$ cat src/rtl/wash_panel_if.sv
// Signal bundle between the wash panel and its surroundings (coin acceptor, buttons, washer).
// The panel takes the slave side; the washer/test side takes the master side.
interface wash_panel_if;
  logic       i_coin_raw;
  logic [3:0] i_btn_mode;
  logic       i_btn_cancel;
  logic       i_idle;
  logic       i_ready;
  logic       i_done;
  logic       o_start;
  logic       o_coin;
  logic       o_mode_1;
  logic       o_mode_2;
  logic       o_mode_3;
  logic       o_mode_4;
  logic       o_cancel;
  logic [3:0] o_credit;
  logic       o_refund;
  logic [3:0] o_refund_cnt;

  modport slave (
    input  i_coin_raw, i_btn_mode, i_btn_cancel, i_idle, i_ready, i_done,
    output o_start, o_coin, o_mode_1, o_mode_2, o_mode_3, o_mode_4,
           o_cancel, o_credit, o_refund, o_refund_cnt
  );

  modport master (
    output i_coin_raw, i_btn_mode, i_btn_cancel, i_idle, i_ready, i_done,
    input  o_start, o_coin, o_mode_1, o_mode_2, o_mode_3, o_mode_4,
           o_cancel, o_credit, o_refund, o_refund_cnt
  );
endinterface

$ cat src/rtl/wash_panel.sv
// Coin-operated washer front panel: synchronised/debounced inputs, credit bookkeeping
// and the wash-sequencing state machine with registered outputs.
module wash_panel #(
  parameter int PRICE       = 3,
  parameter int DEB_CYC     = 5,
  parameter int SEL_TIMEOUT = 7500
) (
  input logic         i_clk,
  input logic         i_rst_n,
  wash_panel_if.slave bus
);

  localparam int CW = $clog2(DEB_CYC + 1);
  localparam int TW = $clog2(SEL_TIMEOUT + 1);
  localparam logic [CW-1:0] DEB_LAST = CW'(DEB_CYC - 1);
  localparam logic [CW-1:0] DEB_FULL = CW'(DEB_CYC);
  localparam logic [TW-1:0] SEL_LAST = TW'(SEL_TIMEOUT - 1);
  localparam logic [5:0]    PRICE6   = 6'(PRICE);

  typedef enum logic [2:0] {P_INIT, P_CREDIT, P_COIN, P_SELECT, P_RUN, P_ABORT} state_t;

  // bit 0 = coin, bits 4:1 = mode buttons, bit 5 = cancel
  logic [5:0]    raw, sync1, sync2, deb_pulse;
  logic [CW-1:0] deb_cnt [6];
  logic          coin_p, cancel_p;
  logic [3:0]    mode_p;

  state_t        state, state_nx;
  logic [TW-1:0] timer, timer_nx;
  logic [3:0]    credit, credit_nx, mode, mode_nx, refund_cnt, refund_cnt_nx;
  logic          start, start_nx, coin_lvl, coin_nx, cancel, cancel_nx, refund, refund_nx;
  logic          add_back, take_price, clear_credit;
  logic [5:0]    credit_sum;

  assign raw      = {bus.i_btn_cancel, bus.i_btn_mode, bus.i_coin_raw};
  assign coin_p   = deb_pulse[0];
  assign mode_p   = deb_pulse[4:1];
  assign cancel_p = deb_pulse[5];

  // The counter parks at DEB_FULL while the level stays high, so one press gives one pulse.
  always_ff @(posedge i_clk or negedge i_rst_n) begin
    if (!i_rst_n) begin
      sync1     <= '0;
      sync2     <= '0;
      deb_pulse <= '0;
      for (int i = 0; i < 6; i++) deb_cnt[i] <= '0;
    end else begin
      sync1 <= raw;
      sync2 <= sync1;
      for (int i = 0; i < 6; i++) begin
        if (!sync2[i]) begin
          deb_cnt[i]   <= '0;
          deb_pulse[i] <= 1'b0;
        end else if (deb_cnt[i] != DEB_FULL) begin
          deb_cnt[i]   <= deb_cnt[i] + CW'(1);
          deb_pulse[i] <= (deb_cnt[i] == DEB_LAST);
        end else begin
          deb_pulse[i] <= 1'b0;
        end
      end
    end
  end

  always_ff @(posedge i_clk or negedge i_rst_n) begin
    if (!i_rst_n) begin
      state      <= P_INIT;
      timer      <= '0;
      credit     <= '0;
      mode       <= '0;
      start      <= 1'b0;
      coin_lvl   <= 1'b0;
      cancel     <= 1'b0;
      refund     <= 1'b0;
      refund_cnt <= '0;
    end else begin
      state      <= state_nx;
      timer      <= timer_nx;
      credit     <= credit_nx;
      mode       <= mode_nx;
      start      <= start_nx;
      coin_lvl   <= coin_nx;
      cancel     <= cancel_nx;
      refund     <= refund_nx;
      refund_cnt <= refund_cnt_nx;
    end
  end

  always_comb begin
    state_nx      = state;
    timer_nx      = '0;
    mode_nx       = '0;
    start_nx      = 1'b0;
    cancel_nx     = 1'b0;
    refund_nx     = 1'b0;
    refund_cnt_nx = '0;
    add_back      = 1'b0;
    take_price    = 1'b0;
    clear_credit  = 1'b0;
    case (state)
      P_INIT: begin
        start_nx = 1'b1;
        state_nx = P_CREDIT;
      end
      P_CREDIT: begin
        if (cancel_p && credit != 4'd0) begin
          refund_nx     = 1'b1;
          refund_cnt_nx = credit;
          clear_credit  = 1'b1;
        end else if ({2'b00, credit} >= PRICE6 && bus.i_idle) begin
          take_price = 1'b1;
          state_nx   = P_COIN;
        end
      end
      P_COIN: begin
        if (cancel_p) begin
          cancel_nx = 1'b1;
          add_back  = 1'b1;
          state_nx  = P_ABORT;
        end else if (bus.i_ready) begin
          state_nx = P_SELECT;
        end
      end
      P_SELECT: begin
        if (cancel_p) begin
          cancel_nx = 1'b1;
          add_back  = 1'b1;
          state_nx  = P_ABORT;
        end else if (mode_p != 4'd0) begin
          // Isolate the lowest set bit so simultaneous presses resolve to the lowest mode.
          mode_nx  = mode_p & (~mode_p + 4'd1);
          state_nx = P_RUN;
        end else if (timer == SEL_LAST) begin
          cancel_nx = 1'b1;
          add_back  = 1'b1;
          state_nx  = P_ABORT;
        end else begin
          timer_nx = timer + TW'(1);
        end
      end
      P_RUN: begin
        if (cancel_p) begin
          cancel_nx = 1'b1;
          state_nx  = P_ABORT;
        end else if (bus.i_done) begin
          state_nx = P_CREDIT;
        end else begin
          mode_nx = mode;
        end
      end
      P_ABORT: begin
        if (bus.i_idle) state_nx = P_CREDIT;
      end
      default: state_nx = P_INIT;
    endcase

    coin_nx = (state_nx == P_COIN);

    // Coins are counted in every state, even alongside a refund, price deduction or payback.
    credit_sum = (clear_credit ? 6'd0 : {2'b00, credit})
               + {5'd0, coin_p}
               + (add_back ? PRICE6 : 6'd0)
               - (take_price ? PRICE6 : 6'd0);
    credit_nx  = (credit_sum > 6'd15) ? 4'd15 : credit_sum[3:0];
  end

  assign bus.o_start      = start;
  assign bus.o_coin       = coin_lvl;
  assign bus.o_mode_1     = mode[0];
  assign bus.o_mode_2     = mode[1];
  assign bus.o_mode_3     = mode[2];
  assign bus.o_mode_4     = mode[3];
  assign bus.o_cancel     = cancel;
  assign bus.o_credit     = credit;
  assign bus.o_refund     = refund;
  assign bus.o_refund_cnt = refund_cnt;

endmodule

$ cat src/flat_wrapper.sv
// flat-port wrapper written by rule: the top's interface ports become plain ports
module wash_panel_flat 
#(
  parameter int PRICE       = 3,
  parameter int DEB_CYC     = 5,
  parameter int SEL_TIMEOUT = 7500
)
  (i_clk, i_rst_n, bus_i_coin_raw, bus_i_btn_mode, bus_i_btn_cancel, bus_i_idle, bus_i_ready, bus_i_done, bus_o_start, bus_o_coin, bus_o_mode_1, bus_o_mode_2, bus_o_mode_3, bus_o_mode_4, bus_o_cancel, bus_o_credit, bus_o_refund, bus_o_refund_cnt);
  wash_panel_if bus_i ();
  input logic i_clk;
  input logic i_rst_n;
  input wire logic [$bits(bus_i.i_coin_raw)-1:0] bus_i_coin_raw;
  input wire logic [$bits(bus_i.i_btn_mode)-1:0] bus_i_btn_mode;
  input wire logic [$bits(bus_i.i_btn_cancel)-1:0] bus_i_btn_cancel;
  input wire logic [$bits(bus_i.i_idle)-1:0] bus_i_idle;
  input wire logic [$bits(bus_i.i_ready)-1:0] bus_i_ready;
  input wire logic [$bits(bus_i.i_done)-1:0] bus_i_done;
  output wire logic [$bits(bus_i.o_start)-1:0] bus_o_start;
  output wire logic [$bits(bus_i.o_coin)-1:0] bus_o_coin;
  output wire logic [$bits(bus_i.o_mode_1)-1:0] bus_o_mode_1;
  output wire logic [$bits(bus_i.o_mode_2)-1:0] bus_o_mode_2;
  output wire logic [$bits(bus_i.o_mode_3)-1:0] bus_o_mode_3;
  output wire logic [$bits(bus_i.o_mode_4)-1:0] bus_o_mode_4;
  output wire logic [$bits(bus_i.o_cancel)-1:0] bus_o_cancel;
  output wire logic [$bits(bus_i.o_credit)-1:0] bus_o_credit;
  output wire logic [$bits(bus_i.o_refund)-1:0] bus_o_refund;
  output wire logic [$bits(bus_i.o_refund_cnt)-1:0] bus_o_refund_cnt;
  assign bus_i.i_coin_raw = bus_i_coin_raw;
  assign bus_i.i_btn_mode = bus_i_btn_mode;
  assign bus_i.i_btn_cancel = bus_i_btn_cancel;
  assign bus_i.i_idle = bus_i_idle;
  assign bus_i.i_ready = bus_i_ready;
  assign bus_i.i_done = bus_i_done;
  assign bus_o_start = bus_i.o_start;
  assign bus_o_coin = bus_i.o_coin;
  assign bus_o_mode_1 = bus_i.o_mode_1;
  assign bus_o_mode_2 = bus_i.o_mode_2;
  assign bus_o_mode_3 = bus_i.o_mode_3;
  assign bus_o_mode_4 = bus_i.o_mode_4;
  assign bus_o_cancel = bus_i.o_cancel;
  assign bus_o_credit = bus_i.o_credit;
  assign bus_o_refund = bus_i.o_refund;
  assign bus_o_refund_cnt = bus_i.o_refund_cnt;
  wash_panel #(.PRICE(PRICE), .DEB_CYC(DEB_CYC), .SEL_TIMEOUT(SEL_TIMEOUT)) u_core (.i_clk(i_clk), .i_rst_n(i_rst_n), .bus(bus_i));
endmodule
$ cat config.mk
export PLATFORM = sky130hd
export DESIGN_NAME = wash_panel_flat
export DESIGN_NICKNAME = d
export VERILOG_FILES = /design/src/rtl/wash_panel_if.sv /design/src/rtl/wash_panel.sv /design/src/flat_wrapper.sv
export SDC_FILE = /design/constraint.sdc
export NUM_CORES = 1
export LEC_CHECK = 0
export ABC_CLOCK_PERIOD_IN_PS = 7970
export CAP_MARGIN = 20
export CORE_ASPECT_RATIO = 0.7
export CORE_MARGIN = 5
export CORE_UTILIZATION = 50
export CTS_CLUSTER_SIZE = 30
export DETAILED_ROUTE_END_ITERATION = 6
export HOLD_SLACK_MARGIN = 0.05
export PLACE_DENSITY = 0.78
export SKIP_CTS_REPAIR_TIMING = 1
export SYNTH_ARGS = -nofsm -noshare
export SYNTH_HDL_FRONTEND = slang
export SYNTH_SLANG_ARGS = --single-unit
export TNS_END_PERCENT = 5
$ cat constraint.sdc
create_clock -name i_clk -period 7.97 [get_ports i_clk]
set_input_delay 1.594 -clock i_clk [delete_from_list [all_inputs] [get_ports i_clk]]
set_output_delay 1.594 -clock i_clk [all_outputs]
set_load 0.02 [all_outputs]
# --- Word level (Yosys, flattened, before mapping) ---
# Cells that the tools add are included.
word_totals:
  memories: 0
  elab_cells: 127
  rom_bits: 0
  output_inout_bits: 16
  mem_bits_rw: 0
  regBits: 68
  latch_bits: 0
  input_bits: 11
classes:
  n_bitwise: 2
  shifts: 0
  n_mul: 0
  add_sub_neg: 11
  order_cmp: 2
  n_reduce_logical: 6
  n_div: 0
  mux: 62
  eq_ne: 26
op_table:
  columns: ["operator", "count"]
  rows:
  - ["$mux 3", 22]
  - ["$mux 13", 4]
  - ["$mux 4", 8]
  - ["$eq 3x3->1 const B", 8]
  - ["$mux 1", 22]
  - ["$add 3x1->3 const B", 6]
  - ["$ne 3x3->1 const B", 6]
  - ["$pmux 3 s6", 1]
  - ["$add 13x1->13 const B", 1]
  - ["$eq 13x13->1 const B", 1]
  - ["$ne 2x2->1 const B", 6]
  - ["$eq 3x2->1 const B", 3]
  - ["$pmux 4 s2", 1]
  - ["$reduce_bool 4->1", 2]
  - ["$add 6x1->6", 1]
  - ["$add 6x6->6", 1]
  - ["$gt 6x4->1 const B", 1]
  - ["$sub 6x6->6", 1]
  - ["$add 4x1->4 const B", 1]
  - ["$and 4x4->4", 1]
  - ["$ge 4x2->1 const B", 1]
  - ["$mux 2", 2]
  - ["$not 4->4", 1]
  - ["$pmux 1 s2", 2]
  - ["5 further kinds", 6]

# --- Depth between registers and ports, before layout ---
# Gate-level depths: netlist of run 1.
depth:
  depth_word: 10
  ltp_mapped: 13
  mapped_depth_nobuf: 13

# --- Least setup slack after synthesis of run 1 ---
# OpenSTA, ideal clock, no wires.
synth_timing:
  kind: "input port to flip-flop"
  from: "in bus_i_idle"
  to: "reg u_core.credit[3], in the netlist u_core.bus.o_credit[3]"
  required_ns: 7.844
  arrival_ns: 3.670
  path_slack_ns: 4.174
  setup_time_ns: 0.126
  path_buffers: 0
  stages: 9
  path_cell_list: "nand2_1 -> nor4b_2 -> inv_1 -> fa_1 -> fa_1 -> a21oi_1 -> nor2b_1 -> xnor2_1 -> o32a_1"
synth_between:
  elab_chain_cells: 8
synth_rtl:
  columns: ["element", "line", "text"]
  rows:
  - ["from (decl)", "flat_wrapper.sv:15", "input wire logic [$bits(bus_i.i_idle)-1:0] bus_i_idle;"]
  - ["$logic_and 1x1->1 (*)", "wash_panel.sv:109", "end else if ({2'b00, credit} >= PRICE6 && bus.i_idle) begin"]
  - ["$mux 1 (*)", "wash_panel.sv:109", null]
  - ["$mux 1 (*)", "wash_panel.sv:105", "if (cancel_p && credit != 4'd0) begin"]
  - ["$mux 1 (*)", "wash_panel.sv:99", "case (state)"]
  - ["$mux 2 (*)", "wash_panel.sv:162", "- (take_price ? PRICE6 : 6'd0);"]
  - ["$sub 6x6->6 (*)", "wash_panel.sv:162", null]
  - ["$gt 6x4->1", "wash_panel.sv:163", "credit_nx = (credit_sum > 6'd15) ? 4'd15 : credit_sum[3:0];"]
  - ["$mux 4 (*)", "wash_panel.sv:163", null]
  - ["net u_core.credit_nx[3]", "wash_panel.sv:30", "logic [3:0] credit, credit_nx, mode, mode_nx, refund_cnt, refund_cnt_nx;"]
  - ["to (signal assigned)", "wash_panel.sv:78", "credit <= credit_nx;"]
  - ["to (decl)", "wash_panel.sv:30", null]
# Mark *: on every way through the listed nets, which the timed path passes. The rest lies on a longest branch.
# A chain may end at the register's enable or synchronous reset.

# --- Worst setup path in the final report of run 1 ---
# Same ends and word-level chain as after synthesis.

==> flow_metrics.tcl, run 1 <==
set metrics [dict create \
    status "finished, final reports clean" \
    hp-class "reg2reg" \
    hpwlAfterDp_mm 3.966 \
    htree_levels 3 \
    drive_gt1_frac 0.07988 \
    p_sw_frac 0.3452 \
    drt_wl_total_mm 5.485 \
    power_uw 991.8 \
    critPathTopFamily "adder cells" \
    gp_congestion 0.7718 \
    async_reset_ff_frac 1.000 \
    multi_input_area_mm2 0.001504 \
    reg2reg_from "u_core.timer[0]$_DFF_PN0_" \
    reg2reg_depth 13 \
    ys_ff_latch 68 \
    finalMaxSlewViolations 0 \
    syn_inst 300 \
    die_h_um 78.15 \
    synth_edf_count 0 \
    p_sw_uw 342.4 \
    cts_tree "done" \
    grt_pass1_vias 2080 \
    seqCellArea_mm2 0.001702 \
    cp.required_ns 8.21 \
    path_buf_inv 2 \
    tns_ns 0 \
    fmax_mhz 240.8 \
    n_antenna_cell 0 \
    tightest_slew_ns 0.8058 \
    core_mm2 0.006336 \
    drt-initial-drc-count 105 \
    crit_chain "clkdlybuf4s50_1 -> nand2_1 -> nor4b_2 -> inv_1 -> fa_1 -> fa_1 -> a21oi_1 -> nor2b_1 -> xnor2_1 -> o32a_1" \
    critPathMaxStageDelay_ns 0.54 \
    numClockSinks 68 \
    cp-start-kind "primary input" \
    initial_core_util 0.5235 \
    power_frac_comb 0.316 \
    first_pass_iters 4 \
    rsz0062_at_grt "false" \
    finalWorstPathRequiredPeriod_ns 4.153 \
    netlist_area_mm2 0.003317 \
    grt-ovfl-total 0 \
    seqPwrFrac 0.430 \
    grt_pass1_wl_mm 9.604 \
    fillers 501 \
    most-common-layout-cells "dfrtp_1 (68), clkdlybuf4s50_1 (25), ha_1 (24), nor2_1 (23), nand2_1 (23)" \
    crit_fanout 4 \
    synthDistinctLibCells 49 \
    cp-end-kind "flop" \
    avgSynthCellArea_um2 11.06 \
    io-pin-count 27 \
    clk_latency_ns 0.35 \
    rrSetupSlack_ns 4.25 \
    die_area_mm2 0.008389 \
    crit_top_cell "fa_1" \
    relSlewSlack 0.4628 \
    hold_violations 0 \
    synth_ff_type "dfrtp_1" \
    cp.arrival_ns 4.39 \
    grt_max_degree 69 \
    syn-num-nets 338 \
    criticalPathCategory "in2reg" \
    fp.dieW_um 107.4 \
    holdWs_ns 0.3487 \
    cts_inserted_buffers 9 \
    vias 2174 \
    drc 0 \
    holdPathEnd "u_core.sync2[3]$_DFF_PN0_" \
    ctsRootBufferMaster "clkbuf_8" \
    p_int_uw 649.4 \
    io_buffers 26 \
    hold_start "u_core.sync1[3]$_DFF_PN0_" \
    leakage_nw 1.714 \
    skew_ns 0.009097 \
    slowest_stage "fa_1" \
    post-route-period-util 0.5211 \
    setup-violations-final 0 \
    power_density_mw_per_mm2 258.9 \
    core.rowCount 24 \
    antenna_found_initial 0 \
    holdPathStages 0 \
    clk_pin_slew_ns 0.08 \
    pwr-share-clk 0.254 \
    nets 371 \
    vdd_ir_drop_max_mv 0.1114 \
    layout_commonest_cell "dfrtp_1" \
    max-clock-path-buffers 2 \
    grtUsageTotal 0.1438 \
    area_delta_synth_final_pct 15.50 \
    postRouteAntennaNets 0 \
    yosysSeqAreaShare 0.5130 \
    avgViaCountPerCell 5.068 \
    r2r_end "u_core.bus.o_credit[3]$_DFF_PN0_" \
    wl_per_cell_um 12.79 \
    yosys_warnings 0 \
    maxCapViolCount 0 \
]
==> cell usage after synthesis, types with 2 or more instances <==
library cell,n,share of area
ha_1,24,0.091
a32o_1,4,0.012
o211a_1,2,0.0060
dfrtp_1,68,0.51
nand2_2,2,0.0038
and3_1,7,0.013
a21oi_1,9,0.014
nand2_1,23,0.026
buf_6,2,0.0068
nor2b_1,10,0.019
o21ai_0,8,0.012
xnor2_1,18,0.048
nand4_1,2,0.0038
nor3_1,7,0.011
nor2_1,23,0.026
inv_1,19,0.022
nand3_1,14,0.021
a21boi_0,6,0.014
nor4_1,3,0.0057
xor2_1,3,0.0079
fa_1,3,0.018
and2_1,12,0.023
nand3b_1,4,0.0091
nor4bb_1,2,0.0060
==> power by group through the flow <==
stage	Combinational (mW)	Sequential (mW)	Clock, mW
floorplan	0.243	0.429	0
global placement	0.306	0.432	0
finish	0.313	0.427	0.252
global route	0.359	0.433	0.275
detailed placement	0.315	0.433	0
CTS	0.316	0.427	0.262
==> logic make-up (layout without fill, tap and decap cells) <==
family,Yosys count,count (layout),synth area share
and+or+nand+nor,121,121,0.2063
DFF,68,68,0.5130
buffers and inverters,24,62,0.03357
AOI/OAI and AO/OA,39,39,0.08299
xor gates and xnor gates,21,21,0.05545
adders and majority gates,27,27,0.1086
==> final cells by class <==
class / count / share of cell area
Timing Repair Buffer: 27 / 0.06858
Clock inverter: 5 / 0.009471
Multi-Input combinational cell: 208 / 0.3926
Clock buffer: 11 / 0.03690
Inverter: 19 / 0.01862
Sequential cell: 68 / 0.4442
Tap cell: 91 / 0.02972
==> through the flow <==
stage	setup WS, ns	instance area [um^2]	cells	utilization
2_1_floorplan	4.174	3317	300	-
5_1_grt	3.673	3831	429	0.6047
4_1_cts	3.834	3831	429	0.6047
3_5_place_dp	3.457	3654	413	0.5766
6_report	3.817	3831	429	0.6047
3_3_place_gp	3.530	3654	413	0.5766
==> flip-flops by register name, indices dropped and copies added (netlist names) <==
register and count:
u_core.deb_cnt 18, u_core.timer 13, u_core.deb_pulse 6, u_core.sync1 6, u_core.sync2 6, u_core.bus.o_credit 4, u_core.bus.o_refund_cnt 4, u_core.mode 4
u_core.state 3, u_core.bus.o_cancel 1, u_core.bus.o_coin 1, u_core.bus.o_refund 1, u_core.bus.o_start 1
==> how the worst max path moves through the flow <==
stage	from	to	slack [ns]	cells past startpoint
floorplan	bus_i_idle	u_core.bus.o_credit[3]$_DFF_PN0_	4.17	9
global placement	bus_i_idle	u_core.bus.o_credit[3]$_DFF_PN0_	3.53	10
detailed placement	bus_i_idle	u_core.bus.o_credit[3]$_DFF_PN0_	3.46	10
CTS	bus_i_idle	u_core.bus.o_credit[3]$_DFF_PN0_	3.83	10
global route	bus_i_idle	u_core.bus.o_credit[3]$_DFF_PN0_	3.67	10
finish	bus_i_idle	u_core.bus.o_credit[3]$_DFF_PN0_	3.82	10
==> metal layers <==
metal  global-route usage  wire length (um)  up-vias
li1                     -                 -     1088
met1               0.2011              2793     1027
met2               0.2079              2337       52
met3              0.05246               278        7
met4              0.04918                76        0
met5                    0                 0        -
Power figures use the tool's default switching activity.
==> inputs of run 2 (changes only) <==
- ABC_CLOCK_PERIOD_IN_PS: 7970 -> 4350
- clock period: 7.97 -> 4.35 ns (I/O delays scaled with it)
==> run 2 against run 1 <==
Critical path depth increased by 3. Power increased by 83%. Combinational power increased by 87%. Clock power increased by 80%. Via count increased by 0.97%. Final area increased by 0.29%. Routed wire length increased by 5.5%. Setup slack got worse by 3.1 ns. Register-to-register slack got worse by 3.5 ns. Non-clock buffer count increased by 1.
==> flow_metrics.tcl, run 2 (synthesized netlist as in run 1, its figures left out) <==
set metrics [dict create \
    die_area_mm2 0.008389 \
    criticalPathCategory "reg2reg" \
    io_buffers 26 \
    status "finished, final reports clean" \
    area_delta_synth_final_pct 15.84 \
    htree_levels 3 \
    initial_core_util 0.5235 \
    clk_pin_slew_ns 0.07 \
    reg.largest.list "u_core.deb_cnt (18), u_core.timer (13)" \
    power_density_mw_per_mm2 473.3 \
    numClockSinks 68 \
    gp_congestion 0.7804 \
    drt-initial-drc-count 76 \
    most-common-layout-cells "dfrtp_1 (68), clkdlybuf4s50_1 (25), ha_1 (24), nor2_1 (23), nand2_1 (23)" \
    grtUsageTotal 0.1569 \
    n_antenna_cell 0 \
    dp_cells 413 \
    core.rowCount 24 \
    avgViaCountPerCell 5.117 \
    fin_cells 429 \
    tns_ns 0 \
    cp-start-kind "flop" \
    wl_per_cell_um 13.48 \
    fmax_mhz 276.0 \
    postRouteAntennaNets 0 \
    largest_reg_flops 18 \
    drive_gt1_frac 0.07692 \
    crit_fanout 5 \
    nets 372 \
    skew_ns 0.008994 \
    grt_max_degree 51 \
    maxCapViolCount 0 \
    io-pin-count 27 \
    cp.arrival_ns 3.84 \
    setup-violations-final 0 \
    cp.required_ns 4.57 \
    clk_latency_ns 0.34 \
    die_h_um 78.15 \
    cp-end-kind "flop" \
    vias 2195 \
    post-route-period-util 0.8330 \
    vdd_ir_drop_max_mv 0.2461 \
    drc 0 \
    grt-ovfl-total 0 \
    leakage_nw 1.730 \
    hpwlAfterDp_mm 4.253 \
    hold_violations 0 \
    rsz0062_at_grt "false" \
    grt_pass1_wl_mm 10.31 \
    antenna_found_initial 0 \
    first_pass_iters 4 \
    drt_wl_total_mm 5.784 \
    tightest_slew_ns 0.4940 \
    cts_tree "done" \
    hp-class "reg2reg" \
    top_register "u_core.deb_cnt" \
    layout_commonest_cell "dfrtp_1" \
    core_mm2 0.006336 \
    fp.dieW_um 107.4 \
    finalWorstPathRequiredPeriod_ns 3.624 \
    grt_pass1_vias 2142 \
    max-clock-path-buffers 2 \
    relSlewSlack 0.6681 \
    ctsRootBufferMaster "clkbuf_8" \
    power_mw 1.819 \
    cts_inserted_buffers 9 \
    finalMaxSlewViolations 0 \
]
run 2: worst max-delay path, stage by stage, from the launching register on:
cell and delay [ns]:
dfrtp_1 0.41, ha_1 0.25, nand4_1 0.10, or4_1 0.49
nor3_2 0.24, o21ai_0 0.11, ha_1 0.29, inv_1 0.05
fa_1 0.43, fa_1 0.41, a21oi_1 0.17, nor2b_1 0.18
xnor2_1 0.08, o32a_1 0.29
run 2: metrics by stage:
| stage | util | instance area [um^2] | hold slack (ns) | setup slack [ns] |
|---|---|---|---|---|
| detailed placement | 0.5766 | 3654 | 0.3347 | 0.5533 |
| floorplan | - | 3317 | 0.3312 | 0.9306 |
| global route | 0.6064 | 3842 | 0.3511 | 0.4532 |
| global placement | 0.5766 | 3654 | 0.3314 | 0.6275 |
| finish | 0.6064 | 3842 | 0.3481 | 0.7264 |
| CTS | 0.6033 | 3822 | 0.3497 | 0.7012 |
run 2: power breakdown:
part           switching (mW)  total [mW]  internal (mW)
clock                   0.220       0.453          0.233
combinational           0.316       0.584          0.268
sequential             0.0807       0.782          0.701
total                   0.616        1.82           1.20
run 2: cell type report:
cell class / instances / area (um^2)
Fill cell: 515 / 2494
Sequential cell: 68 / 1702
Multi-Input combinational cell: 208 / 1504
Timing Repair Buffer: 28 / 282.8
Clock buffer: 13 / 158.9
Tap cell: 91 / 113.9
Inverter: 19 / 71.32
Clock inverter: 2 / 10.01
run 2: final timing paths:
| check | start | depth (start not counted) | end | slack, ns |
|---|---|---|---|---|
| setup / recovery | u_core.timer[0]$_DFF_PN0_ | 13 | u_core.bus.o_credit[3]$_DFF_PN0_ | 0.73 |
| hold / removal | u_core.sync1[3]$_DFF_PN0_ | 0 | u_core.sync2[3]$_DFF_PN0_ | 0.35 |
| setup reg to reg | u_core.timer[0]$_DFF_PN0_ | 13 | u_core.bus.o_credit[3]$_DFF_PN0_ | 0.73 |
| hold reg to reg | u_core.sync1[3]$_DFF_PN0_ | 0 | u_core.sync2[3]$_DFF_PN0_ | 0.35 |
| max in group asynchronous | i_rst_n | 2 | u_core.sync1[1]$_DFF_PN0_ | 3.33 |
| min in group asynchronous | i_rst_n | 1 | u_core.timer[0]$_DFF_PN0_ | 0.43 |
run 2: layer usage:
metal,vias up,GRT usage,part of all wire
li1,1083,-,-
met4,0,0.04288,0.010
met5,-,0,0
met2,51,0.2285,0.45
met1,1053,0.2156,0.48
met3,8,0.06803,0.061
==> inputs of run 3 (changes only) <==
- ABC_CLOCK_PERIOD_IN_PS: 4350 -> 3700
- clock period: 4.35 -> 3.7 ns (I/O delays scaled with it)
==> run 3 against run 2 <==
Clock skew is 0.00053 ns higher. Register-to-register slack worse by 0.47 ns. Final cell count stayed put. Clock power is 27% higher. Global-route usage is 0.86 points lower. Critical endpoint unchanged. Power is 21% higher. Non-clock buffer count is 1 lower. Sequential power is 18% higher. Clock-buffer cell count is 1 lower. Critical path depth stayed put.
==> flow_metrics.tcl, run 3 (synthesized netlist as in run 1, its figures left out) <==
set metrics [dict create \
    cp-start-kind "flop" \
    area_delta_synth_final_pct 16.97 \
    criticalPathCategory "reg2reg" \
    top_register "u_core.deb_cnt" \
    ctsRootBufferMaster "clkbuf_8" \
    drt_wl_total_mm 5.677 \
    placed_area_mm2 0.003654 \
    clk_latency_ns 0.34 \
    status "finished, final reports clean" \
    core.rowCount 24 \
    postRouteAntennaNets 0 \
    core_mm2 0.006336 \
    die_h_um 78.15 \
    grtUsageTotal 0.1483 \
    reg2reg_depth 13 \
    r2r_end "u_core.bus.o_credit[3]$_DFF_PN0_" \
    final_core_util 0.6124 \
    n_antenna_cell 0 \
    skew_ns 0.009528 \
    dp_cells 413 \
    crit_start "u_core.timer[1]$_DFF_PN0_" \
    reg2reg_from "u_core.timer[1]$_DFF_PN0_" \
    setup-violations-final 0 \
    htree_levels 3 \
    leakage_nw 1.730 \
    layout_commonest_cell "dfrtp_1" \
    fin_cells 429 \
    rsz0062_at_grt "false" \
    vdd_ir_drop_max_mv 0.2834 \
    rrSetupSlack_ns 0.26 \
    tns_ns 0 \
    fp.dieW_um 107.4 \
    grt-ovfl-total 0 \
    topRoutingLayerUsed "met4" \
    drt-initial-drc-count 111 \
    nets 371 \
    cts_tree "done" \
    tightest_slew_ns 0.8096 \
    hold_violations 0 \
    power_mw 2.207 \
    fin_area_mm2 0.003880 \
    clk_pin_slew_ns 0.08 \
    fin_ws_ns 0.2577 \
    antenna_found_initial 0 \
    grt_max_degree 69 \
    initial_core_util 0.5235 \
    most-common-layout-cells "dfrtp_1 (67), clkdlybuf4s50_1 (25), nor2_1 (23), nand2_1 (23), ha_1 (23)" \
    cp.arrival_ns 3.67 \
    hold_start "u_core.sync1[0]$_DFF_PN0_" \
    grt_pass1_wl_mm 9.777 \
    endpoint "u_core.bus.o_credit[3]$_DFF_PN0_" \
    fmax_mhz 290.5 \
    numClockSinks 68 \
    largest_reg_flops 18 \
    post-place-ws_ns 0.05633 \
    finalWorstPathRequiredPeriod_ns 3.442 \
    cp.required_ns 3.93 \
    reg.largest.list "u_core.deb_cnt (18), u_core.timer (13)" \
    io-pin-count 27 \
    wl_met1_mm 2.806 \
    io_buffers 26 \
    grt_pass1_vias 2130 \
    crit_fanout 5 \
    hp-class "reg2reg" \
    wl_per_cell_um 13.23 \
    die_area_mm2 0.008389 \
    power_density_mw_per_mm2 568.7 \
    vias 2167 \
    wl_met3_um 292 \
    holdWs_ns 0.3505 \
    drive_gt1_frac 0.09763 \
    relSlewSlack 0.4603 \
    max-clock-path-buffers 2 \
    maxCapViolCount 0 \
    cp-end-kind "flop" \
    wl_met2_mm 2.512 \
    avgViaCountPerCell 5.051 \
    gp_congestion 0.7745 \
    first_pass_iters 5 \
    drc 0 \
    finalMaxSlewViolations 0 \
    hpwlAfterDp_mm 4.091 \
    cts_inserted_buffers 9 \
    post-route-period-util 0.9304 \
]
run 3: final cells by class:
type	count	area (um^2)
multi-input combinational	208	1533
inverter	19	71.32
clock buffer	12	165.2
timing repair buffer	27	262.8
clock inverter	4	31.28
fill	492	2456
tap	91	113.9
sequential	68	1703
run 3: metal layers:
metal,GRT usage,vias to the layer above
met5,0,-
li1,-,1089
met1,0.2029,1022
met2,0.2191,49
met3,0.05574,7
met4,0.04918,0
run 3: critical path, cell delays in order (launching register included):
cell and delay (ns):
dfrtp_1 0.42, ha_4 0.18, nand4_1 0.09, or4_4 0.51
nor3_4 0.16, o21ai_0 0.10, ha_1 0.30, inv_1 0.05
fa_1 0.42, fa_1 0.43, a21oi_2 0.16, nor2b_2 0.18
xnor2_1 0.07, o32a_1 0.28
run 3: how the worst min path moves through the flow:
stage                                            to  cells after the start  slack (ns)
after global placement    u_core.sync2[5]$_DFF_PN0_                      0        0.33
after floorplan           u_core.sync2[0]$_DFF_PN0_                      0        0.33
after detailed placement  u_core.sync2[0]$_DFF_PN0_                      0        0.33
final                     u_core.sync2[0]$_DFF_PN0_                      0        0.35
after CTS                 u_core.sync2[0]$_DFF_PN0_                      0        0.35
after global routing      u_core.sync2[5]$_DFF_PN0_                      0        0.36
run 3: power by group:
group | internal, mW | switching, mW
Clock | 0.300 | 0.276
Combinational | 0.323 | 0.385
Sequential | 0.825 | 0.0973
Total | 1.45 | 0.758
